$ cat src/rtl/cgra_kernel_dispatcher_pkg.sv
// Shared CGRA dispatch types: kernel-memory word layout, dispatcher FSM states and sizing constants.
package cgra_kernel_dispatcher_pkg;

  localparam int N_SLOTS        = 2;
  localparam int N_COL          = 4;
  localparam int KER_CONF_N_REG = 16;
  localparam int KER_ID_W       = $clog2(KER_CONF_N_REG);
  localparam int IMEM_N_LINES   = 128;
  localparam int IMEM_ADD_W     = $clog2(IMEM_N_LINES);
  localparam int RCS_NUM_CREG   = 32;
  localparam int N_INSTR_W      = $clog2(RCS_NUM_CREG);
  localparam int KMEM_W         = N_COL + IMEM_ADD_W + N_INSTR_W;
  localparam int COL_CNT_W      = $clog2(N_COL + 1);
  localparam int SLOT_W         = (N_SLOTS > 1) ? $clog2(N_SLOTS) : 1;

  typedef struct packed {
    logic [N_COL-1:0]      n_col_onehot;
    logic [IMEM_ADD_W-1:0] imem_add;
    logic [N_INSTR_W-1:0]  n_instr;
  } kmem_word_t;

  typedef enum logic [2:0] {
    ST_IDLE   = 3'd0,
    ST_READ   = 3'd1,
    ST_DECODE = 3'd2,
    ST_ALLOC  = 3'd3,
    ST_LAUNCH = 3'd4
  } dispatch_state_t;

  // One-hot bit k of the column field requests k+1 columns.
  function automatic logic [COL_CNT_W-1:0] onehot_to_cnt(input logic [N_COL-1:0] oh);
    logic [COL_CNT_W-1:0] cnt;
    cnt = '0;
    for (int k = 0; k < N_COL; k++) begin
      cnt = oh[k] ? COL_CNT_W'(k + 1) : cnt;
    end
    return cnt;
  endfunction

endpackage

$ cat src/rtl/cgra_kernel_dispatcher_col_picker.sv
// Column picker: chooses need_i columns out of free_i. Define CGRA_DISPATCH_CONTIG_EN to require a
// contiguous run at the lowest fitting base; otherwise the lowest-index free columns are taken.
module cgra_col_picker
  import cgra_kernel_dispatcher_pkg::*;
(
  input  logic [N_COL-1:0]     free_i,
  input  logic [COL_CNT_W-1:0] need_i,
  output logic [N_COL-1:0]     sel_o,
  output logic                 ok_o
);

`ifdef CGRA_DISPATCH_CONTIG_EN
  // Scan bases upward; first window that fits entirely inside the array and is fully free wins.
  always_comb begin
    logic [N_COL-1:0] win;
    logic             fit;
    sel_o = '0;
    ok_o  = 1'b0;
    win   = '0;
    fit   = 1'b0;
    for (int b = 0; b < N_COL; b++) begin
      for (int k = 0; k < N_COL; k++) begin
        win[k] = (k >= b) && (k < b + int'(need_i));
      end
      fit   = (need_i != '0) && (b + int'(need_i) <= N_COL) && ((free_i & win) == win);
      sel_o = (fit && !ok_o) ? win : sel_o;
      ok_o  = ok_o | fit;
    end
  end
`else
  // Take free columns from index 0 upward until the request is covered.
  always_comb begin
    logic [COL_CNT_W-1:0] cnt;
    sel_o = '0;
    cnt   = '0;
    for (int k = 0; k < N_COL; k++) begin
      sel_o[k] = free_i[k] && (cnt < need_i);
      cnt      = cnt + COL_CNT_W'(sel_o[k]);
    end
    ok_o = (need_i != '0) && (cnt == need_i);
  end
`endif

endmodule

$ cat src/rtl/cgra_kernel_dispatcher.sv
// Per-slot kernel launcher: reads the kernel config word, allocates RC columns, launches and tracks
// completion. Column placement policy depends on CGRA_DISPATCH_CONTIG_EN (see cgra_col_picker).
module cgra_kernel_dispatcher
  import cgra_kernel_dispatcher_pkg::*;
(
  input  logic                               clk_i,
  input  logic                               rst_ni,
  input  logic [N_SLOTS-1:0]                 start_i,
  input  logic [N_SLOTS-1:0][KER_ID_W-1:0]   ker_id_i,
  output logic                               kmem_req_o,
  output logic [KER_ID_W-1:0]                kmem_addr_o,
  input  logic [KMEM_W-1:0]                  kmem_rdata_i,
  output logic [N_COL-1:0]                   col_start_o,
  output logic [IMEM_ADD_W-1:0]              col_imem_add_o,
  output logic [N_INSTR_W-1:0]               col_n_instr_o,
  input  logic [N_COL-1:0]                   col_done_i,
  output logic [N_SLOTS-1:0]                 slot_busy_o,
  output logic [N_SLOTS-1:0]                 slot_done_o,
  output logic [N_SLOTS-1:0]                 slot_err_o
);

  dispatch_state_t                 state_q, state_d;
  logic [N_SLOTS-1:0]              pend_q, pend_d, busy_q, busy_d, done_q, done_d, err_q, err_d;
  logic [N_SLOTS-1:0][KER_ID_W-1:0] kid_q, kid_d;
  logic [N_SLOTS-1:0][N_COL-1:0]   own_q, own_d;
  logic [SLOT_W-1:0]               rr_q, rr_d, gnt_q, gnt_d;
  kmem_word_t                      word_q, word_d;
  logic [N_COL-1:0]                mask_q, mask_d;

  kmem_word_t       rd_s;
  logic [N_COL-1:0] free_s, pick_sel_s;
  logic             pick_ok_s;

  assign rd_s = kmem_word_t'(kmem_rdata_i);

  // Columns owned by no slot are allocatable.
  always_comb begin
    free_s = '1;
    for (int s = 0; s < N_SLOTS; s++) begin
      free_s = free_s & ~own_q[s];
    end
  end

  cgra_col_picker u_picker (
    .free_i (free_s),
    .need_i (onehot_to_cnt(word_q.n_col_onehot)),
    .sel_o  (pick_sel_s),
    .ok_o   (pick_ok_s)
  );

  // Slot bookkeeping, round-robin grant and dispatch FSM next state.
  always_comb begin
    logic              found;
    logic              hit;
    logic [SLOT_W-1:0] idx;
    logic [SLOT_W-1:0] sel;
    state_d = state_q;
    pend_d  = pend_q;
    busy_d  = busy_q;
    kid_d   = kid_q;
    own_d   = own_q;
    rr_d    = rr_q;
    gnt_d   = gnt_q;
    word_d  = word_q;
    mask_d  = mask_q;
    done_d  = '0;
    err_d   = '0;
    found   = 1'b0;
    hit     = 1'b0;
    idx     = '0;
    sel     = '0;

    // A start in the same cycle as that slot's done pulse is dropped via done_q.
    for (int s = 0; s < N_SLOTS; s++) begin
      own_d[s]  = own_q[s] & ~col_done_i;
      done_d[s] = (own_q[s] != '0) && (own_d[s] == '0);
      hit       = start_i[s] && !busy_q[s] && !done_q[s];
      busy_d[s] = (busy_q[s] && !done_d[s]) || hit;
      pend_d[s] = pend_q[s] || hit;
      kid_d[s]  = hit ? ker_id_i[s] : kid_q[s];
    end

    for (int i = 0; i < N_SLOTS; i++) begin
      idx   = SLOT_W'((int'(rr_q) + i) % N_SLOTS);
      hit   = pend_q[idx] && !found;
      sel   = hit ? idx : sel;
      found = found || hit;
    end

    case (state_q)
      ST_IDLE: begin
        if (found) begin
          gnt_d   = sel;
          rr_d    = SLOT_W'((int'(sel) + 1) % N_SLOTS);
          state_d = ST_READ;
        end else begin
          state_d = ST_IDLE;
        end
      end
      ST_READ: begin
        state_d = ST_DECODE;
      end
      ST_DECODE: begin
        word_d = rd_s;
        if ($onehot(rd_s.n_col_onehot)) begin
          state_d = ST_ALLOC;
        end else begin
          err_d[gnt_q]  = 1'b1;
          pend_d[gnt_q] = 1'b0;
          busy_d[gnt_q] = 1'b0;
          state_d       = ST_IDLE;
        end
      end
      ST_ALLOC: begin
        if (pick_ok_s) begin
          mask_d  = pick_sel_s;
          state_d = ST_LAUNCH;
        end else begin
          state_d = ST_ALLOC;
        end
      end
      ST_LAUNCH: begin
        own_d[gnt_q]  = own_d[gnt_q] | mask_q;
        pend_d[gnt_q] = 1'b0;
        state_d       = ST_IDLE;
      end
      default: begin
        state_d = ST_IDLE;
      end
    endcase
  end

  // State registers.
  always_ff @(posedge clk_i or negedge rst_ni) begin
    if (!rst_ni) begin
      state_q <= ST_IDLE;
      pend_q  <= '0;
      busy_q  <= '0;
      done_q  <= '0;
      err_q   <= '0;
      kid_q   <= '0;
      own_q   <= '0;
      rr_q    <= '0;
      gnt_q   <= '0;
      word_q  <= '0;
      mask_q  <= '0;
    end else begin
      state_q <= state_d;
      pend_q  <= pend_d;
      busy_q  <= busy_d;
      done_q  <= done_d;
      err_q   <= err_d;
      kid_q   <= kid_d;
      own_q   <= own_d;
      rr_q    <= rr_d;
      gnt_q   <= gnt_d;
      word_q  <= word_d;
      mask_q  <= mask_d;
    end
  end

  assign kmem_req_o     = (state_q == ST_READ);
  assign kmem_addr_o    = kmem_req_o ? kid_q[gnt_q] : '0;
  assign col_start_o    = (state_q == ST_LAUNCH) ? mask_q : '0;
  assign col_imem_add_o = (state_q == ST_LAUNCH) ? word_q.imem_add : '0;
  assign col_n_instr_o  = (state_q == ST_LAUNCH) ? word_q.n_instr : '0;
  assign slot_busy_o    = busy_q;
  assign slot_done_o    = done_q;
  assign slot_err_o     = err_q;

endmodule

$ cat config.mk
export PLATFORM = sky130hd
export DESIGN_NAME = cgra_kernel_dispatcher
export DESIGN_NICKNAME = d
export VERILOG_FILES = /design/src/rtl/cgra_kernel_dispatcher_pkg.sv /design/src/rtl/cgra_kernel_dispatcher_col_picker.sv /design/src/rtl/cgra_kernel_dispatcher.sv
export SDC_FILE = /design/constraint.sdc
export NUM_CORES = 1
export LEC_CHECK = 0
export ABC_AREA = 0
export ABC_CLOCK_PERIOD_IN_PS = 6300
export BUFFER_PORTS_ARGS = -buffer_cell sky130_fd_sc_hd__buf_4
export CAP_MARGIN = 20
export CORE_ASPECT_RATIO = 0.75
export CORE_MARGIN = 4
export CORE_UTILIZATION = 40
export CTS_BUF_LIST = sky130_fd_sc_hd__clkbuf_8
export DETAILED_ROUTE_END_ITERATION = 12
export GPL_ROUTABILITY_DRIVEN = 0
export PLACE_DENSITY = 0.6
export SLEW_MARGIN = 10
export SYNTH_ARGS = -nofsm -noshare
export SYNTH_HDL_FRONTEND = slang
export SYNTH_SLANG_ARGS = --single-unit
$ cat constraint.sdc
create_clock -name clk_i -period 6.3 [get_ports clk_i]
set_input_delay 0.63 -clock clk_i [delete_from_list [all_inputs] [get_ports clk_i]]
set_output_delay 0.63 -clock clk_i [all_outputs]
set_load 0.02 [all_outputs]
==> metrics.txt <==
# TYPE chip_impl_metric gauge
chip_impl_metric{name="design.core.area",unit="mm²"} 0.005886
chip_impl_metric{name="timing.fmax",unit="MHz"} 205.1
chip_impl_metric{name="floorplan.die_area",unit="mm²"} 0.007447
chip_impl_metric{name="synth.cell_area",unit="mm²"} 0.002447
chip_impl_metric{name="ir_worst_vdd",unit="V"} 0.0002518
chip_impl_metric{name="dieHeight",unit="µm"} 75.74
chip_impl_metric{name="dp_cells",unit=""} 350
chip_impl_metric{name="totalNegativeSetupSlack",unit="ps"} 0
chip_impl_metric{name="final_count_of_pins_violating_max_slew",unit=""} 0
chip_impl_metric{name="route.detailed.drc",unit=""} 0
chip_impl_metric{name="row_count",unit=""} 24
chip_impl_info{name="clockRootBuffer",value="sky130_fd_sc_hd__clkbuf_8"} 1
chip_impl_metric{name="sequential_share_of_the_synthesized_area",unit="%"} 50.10
chip_impl_metric{name="synth_async_sr_flop_share",unit="%"} 100.0
chip_impl_metric{name="ys_types",unit=""} 34
chip_impl_metric{name="timing.final.hold_violations",unit=""} 0
chip_impl_metric{name="post_dp_cell_area",unit="mm²"} 0.002952
chip_impl_metric{name="design_power_total",unit="mW"} 1.642
chip_impl_metric{name="clk-insertion-delay-late",unit="ps"} 300
chip_impl_metric{name="first_pass_grt_wire_length",unit="mm"} 8.604
chip_impl_metric{name="area_of_combinational_cells_with_multiple_inputs",unit="mm²"} 0.001114
chip_impl_metric{name="worstPathArrival",unit="ps"} 5070
chip_impl_metric{name="sequential_cell_area",unit="mm²"} 0.001226
chip_impl_metric{name="cts.clk_slew.worst_paths",unit="ps"} 90
chip_impl_metric{name="via_count",unit=""} 1760
chip_impl_metric{name="total_leakage_power",unit="nW"} 1.557
chip_impl_metric{name="maxCapViolCount",unit=""} 0
chip_impl_metric{name="postSynthAreaPerCell",unit="µm²"} 11.07
chip_impl_metric{name="final_nets",unit=""} 324
chip_impl_info{name="worst-setup-path-type",value="reg2reg"} 1
chip_impl_metric{name="route.antenna.remaining_nets",unit=""} 0
chip_impl_metric{name="post_cts_setup_bufs",unit=""} 0
chip_impl_metric{name="finish.instance_area",unit="mm²"} 0.003059
chip_impl_metric{name="synth_to_final_area_change",unit="%"} 25.00
chip_impl_metric{name="deepest_level_of_the_cts_h_tree",unit=""} 2
chip_impl_metric{name="bufs_on_longest_clock_path",unit=""} 2
chip_impl_metric{name="drtPass1Iterations",unit=""} 4
chip_impl_metric{name="timing.final.crit_share",unit="%"} 77.41
chip_impl_metric{name="grt_overflow_total",unit=""} 0
chip_impl_metric{name="postSynthNetCount",unit=""} 265
chip_impl_metric{name="initial_core_util",unit="%"} 41.58
chip_impl_metric{name="ys_seq_elements",unit=""} 49
chip_impl_metric{name="setup_viol",unit=""} 0
chip_impl_metric{name="antenna_found_initial",unit=""} 0
chip_impl_info{name="min_path_type",value="in2async"} 1
chip_impl_info{name="rr_endpoint",value="mask_q[0]"} 1
chip_impl_metric{name="instance_count_of_the_mapped_netlist",unit=""} 221
chip_impl_metric{name="tightest_slew",unit="ps"} 873.9
chip_impl_metric{name="reg2reg_slack",unit="ps"} 1420
chip_impl_metric{name="clock-sinks",unit=""} 49
chip_impl_metric{name="numCtsBuffers",unit=""} 5
chip_impl_metric{name="finalClockSkew",unit="ps"} 7.971
chip_impl_metric{name="routedWlPerCell",unit="µm"} 13.95
chip_impl_metric{name="critical_path.max_fanout",unit=""} 7
chip_impl_metric{name="fin_cells",unit=""} 359
chip_impl_metric{name="slew_headroom",unit="%"} 41.62
chip_impl_info{name="startpoint_type",value="flop"} 1
chip_impl_metric{name="dp_hpwl",unit="mm"} 3.721
chip_impl_info{name="worst_r2r_startpoint",value="word_q[15]"} 1
chip_impl_metric{name="timing.reg2reg.worst_path_depth",unit=""} 19
chip_impl_info{name="synthFlopType",value="sky130_fd_sc_hd__dfrtp_1"} 1
chip_impl_metric{name="wl",unit="mm"} 5.008
chip_impl_metric{name="final.min_clock_period",unit="ps"} 4877
chip_impl_metric{name="required",unit="ps"} 6490
chip_impl_metric{name="antenna-diode-count",unit=""} 0
chip_impl_metric{name="power.density",unit="mW/mm²"} 536.6
chip_impl_metric{name="number_of_global_route_vias_before_repair",unit=""} 1851
chip_impl_info{name="tritoncts_clock_tree",value="done"} 1
chip_impl_metric{name="postCtsResizedCells",unit=""} 0
chip_impl_info{name="cp-end-kind",value="flop"} 1
chip_impl_metric{name="drt-vias-per-instance",unit=""} 4.903
chip_impl_metric{name="detail_route.iter0.violations",unit=""} 61
chip_impl_metric{name="number_of_flops_mapped_to_enable_cells_by_yosys",unit=""} 0
chip_impl_metric{name="hold_buffers",unit=""} 0
chip_impl_metric{name="post-route-util",unit="%"} 51.98
chip_impl_metric{name="gr-usage-all-layers",unit="%"} 14.31
chip_impl_metric{name="ports",unit=""} 59
chip_impl_metric{name="filler_instances",unit=""} 588
chip_impl_metric{name="yosysWarningCount",unit=""} 0
chip_impl_info{name="rsz_0062_raised_after_global_routing",value="no"} 1
chip_impl_info{name="run_status",value="completed"} 1
chip_impl_metric{name="grt_start_max_net_pins",unit=""} 50
chip_impl_metric{name="post_route_cells_drive_above_1_share",unit="%"} 34.88
chip_impl_metric{name="number_of_port_buffers",unit=""} 58
chip_impl_metric{name="die_width",unit="µm"} 98.32
## synthesized netlist by cell type, types with 5 or more instances
cell                       count  share of area, %
sky130_fd_sc_hd__and2_1       15               3.8
sky130_fd_sc_hd__clkbuf_1      5              0.77
sky130_fd_sc_hd__dfrtp_1      49                50
sky130_fd_sc_hd__ha_1          9               4.6
sky130_fd_sc_hd__inv_1        21               3.2
sky130_fd_sc_hd__mux2_2       25                12
sky130_fd_sc_hd__mux2i_1       5               2.0
sky130_fd_sc_hd__nand2_1      12               1.8
sky130_fd_sc_hd__nand2b_1      5               1.3
sky130_fd_sc_hd__nor2_1       13               2.0
sky130_fd_sc_hd__nor2b_1       8               2.0
sky130_fd_sc_hd__o21ai_0      12               2.5
## kinds of logic (layout without fill, tap and decap cells)
kind of cell,count (synthesis),count (layout),synth area share (%)
AND/OR/NAND/NOR,69,69,15.90
flip-flops,49,49,50.10
AO/OA/AOI/OAI,33,33,8.998
multiplexers,30,30,13.55
buffers and inverters,28,88,4.397
adder cells (fa/ha/maj),12,12,7.055
## stage by stage
step | hold slack (ps) | setup slack [ps]
final | 336.8 | 1423
after global routing | 389.6 | 1096
after CTS | 358.1 | 1437
after detailed placement | 483.4 | 1475
after global placement | 479.0 | 1573
after floorplan | 334.4 | 1867
## where the power goes
part / switching (mW) / internal [mW] / total, mW
logic: 0.462 / 0.433 / 0.895
clock network: 0.107 / 0.0892 / 0.197
registers: 0.101 / 0.449 / 0.550
total: 0.671 / 0.971 / 1.64
## layer usage
layer / up-vias / wire [µm] / track usage [%] / part of all wire (%)
li1: 867 / - / - / -
met1: 853 / 2438 / 19.58 / 49
met2: 35 / 2289 / 22.77 / 46
met3: 5 / 250 / 4.300 / 5.0
met4: 0 / 29 / 3.182 / 0.58
met5: - / 0 / 0 / 0
## worst max path at each step
stage | from | endpoint | depth (start not counted)
after floorplan | word_q[13] | mask_q[0] | 19
after detailed placement | word_q[15] | mask_q[0] | 19
final | word_q[15] | mask_q[0] | 19
after global routing | word_q[14] | mask_q[3] | 19
after global placement | word_q[15] | mask_q[3] | 19
after CTS | word_q[15] | mask_q[3] | 19
## worst max-delay path: stages (launching register included)
cell	delay [ps]
sky130_fd_sc_hd__dfrtp_1	450
sky130_fd_sc_hd__or3_4	370
sky130_fd_sc_hd__nor2_1	100
sky130_fd_sc_hd__nor3_1	80
sky130_fd_sc_hd__ha_1	260
sky130_fd_sc_hd__ha_1	280
sky130_fd_sc_hd__o21ai_0	80
sky130_fd_sc_hd__a22oi_1	300
sky130_fd_sc_hd__fa_1	240
sky130_fd_sc_hd__inv_1	40
sky130_fd_sc_hd__ha_1	170
sky130_fd_sc_hd__or3_1	340
sky130_fd_sc_hd__o221a_2	230
sky130_fd_sc_hd__nor4_1	270
sky130_fd_sc_hd__ha_1	240
sky130_fd_sc_hd__fa_1	450
sky130_fd_sc_hd__inv_1	80
sky130_fd_sc_hd__a2bb2oi_2	70
sky130_fd_sc_hd__nor3_4	330
sky130_fd_sc_hd__mux2_2	380
## flip-flops by register name (all words and copies together) (netlist names)
signal and count:
gnt_q 1, kid_q 8, mask_q 4, own_q 8, pend_q 2, rr_q 1
slot_busy_o 2, slot_done_o 2, slot_err_o 2, state_q 3, word_q 16
## cell usage in the layout (no fill, tap or decap), types with 2 or more instances in the layout
| master | count |
|---|---|
| sky130_fd_sc_hd__and2_1 | 15 |
| sky130_fd_sc_hd__nor2b_1 | 8 |
| sky130_fd_sc_hd__a21o_1 | 4 |
| sky130_fd_sc_hd__nand2b_1 | 5 |
| sky130_fd_sc_hd__o21a_1 | 4 |
| sky130_fd_sc_hd__nor2_1 | 13 |
| sky130_fd_sc_hd__nor4_1 | 3 |
| sky130_fd_sc_hd__dfrtp_1 | 49 |
| sky130_fd_sc_hd__buf_4 | 58 |
| sky130_fd_sc_hd__nor3b_1 | 2 |
| sky130_fd_sc_hd__ha_1 | 9 |
| sky130_fd_sc_hd__a21oi_1 | 4 |
| sky130_fd_sc_hd__inv_1 | 21 |
| sky130_fd_sc_hd__mux2_2 | 25 |
| sky130_fd_sc_hd__nand2_1 | 12 |
| sky130_fd_sc_hd__nor3_1 | 4 |
| sky130_fd_sc_hd__o21ai_0 | 12 |
| sky130_fd_sc_hd__clkbuf_8 | 6 |
| sky130_fd_sc_hd__mux2i_1 | 5 |
| sky130_fd_sc_hd__a31oi_1 | 2 |
| sky130_fd_sc_hd__fa_1 | 3 |
| sky130_fd_sc_hd__or3_1 | 2 |
## layout make-up
cell class	count	share of cell area, %
inverter	21	2.577
clock buffer	6	2.699
tap	78	3.190
clock inverter	2	0.4499
multi-input combinational	144	36.40
timing repair buffer	59	14.60
sequential	49	40.08
Power figures use the tool's default switching activity.
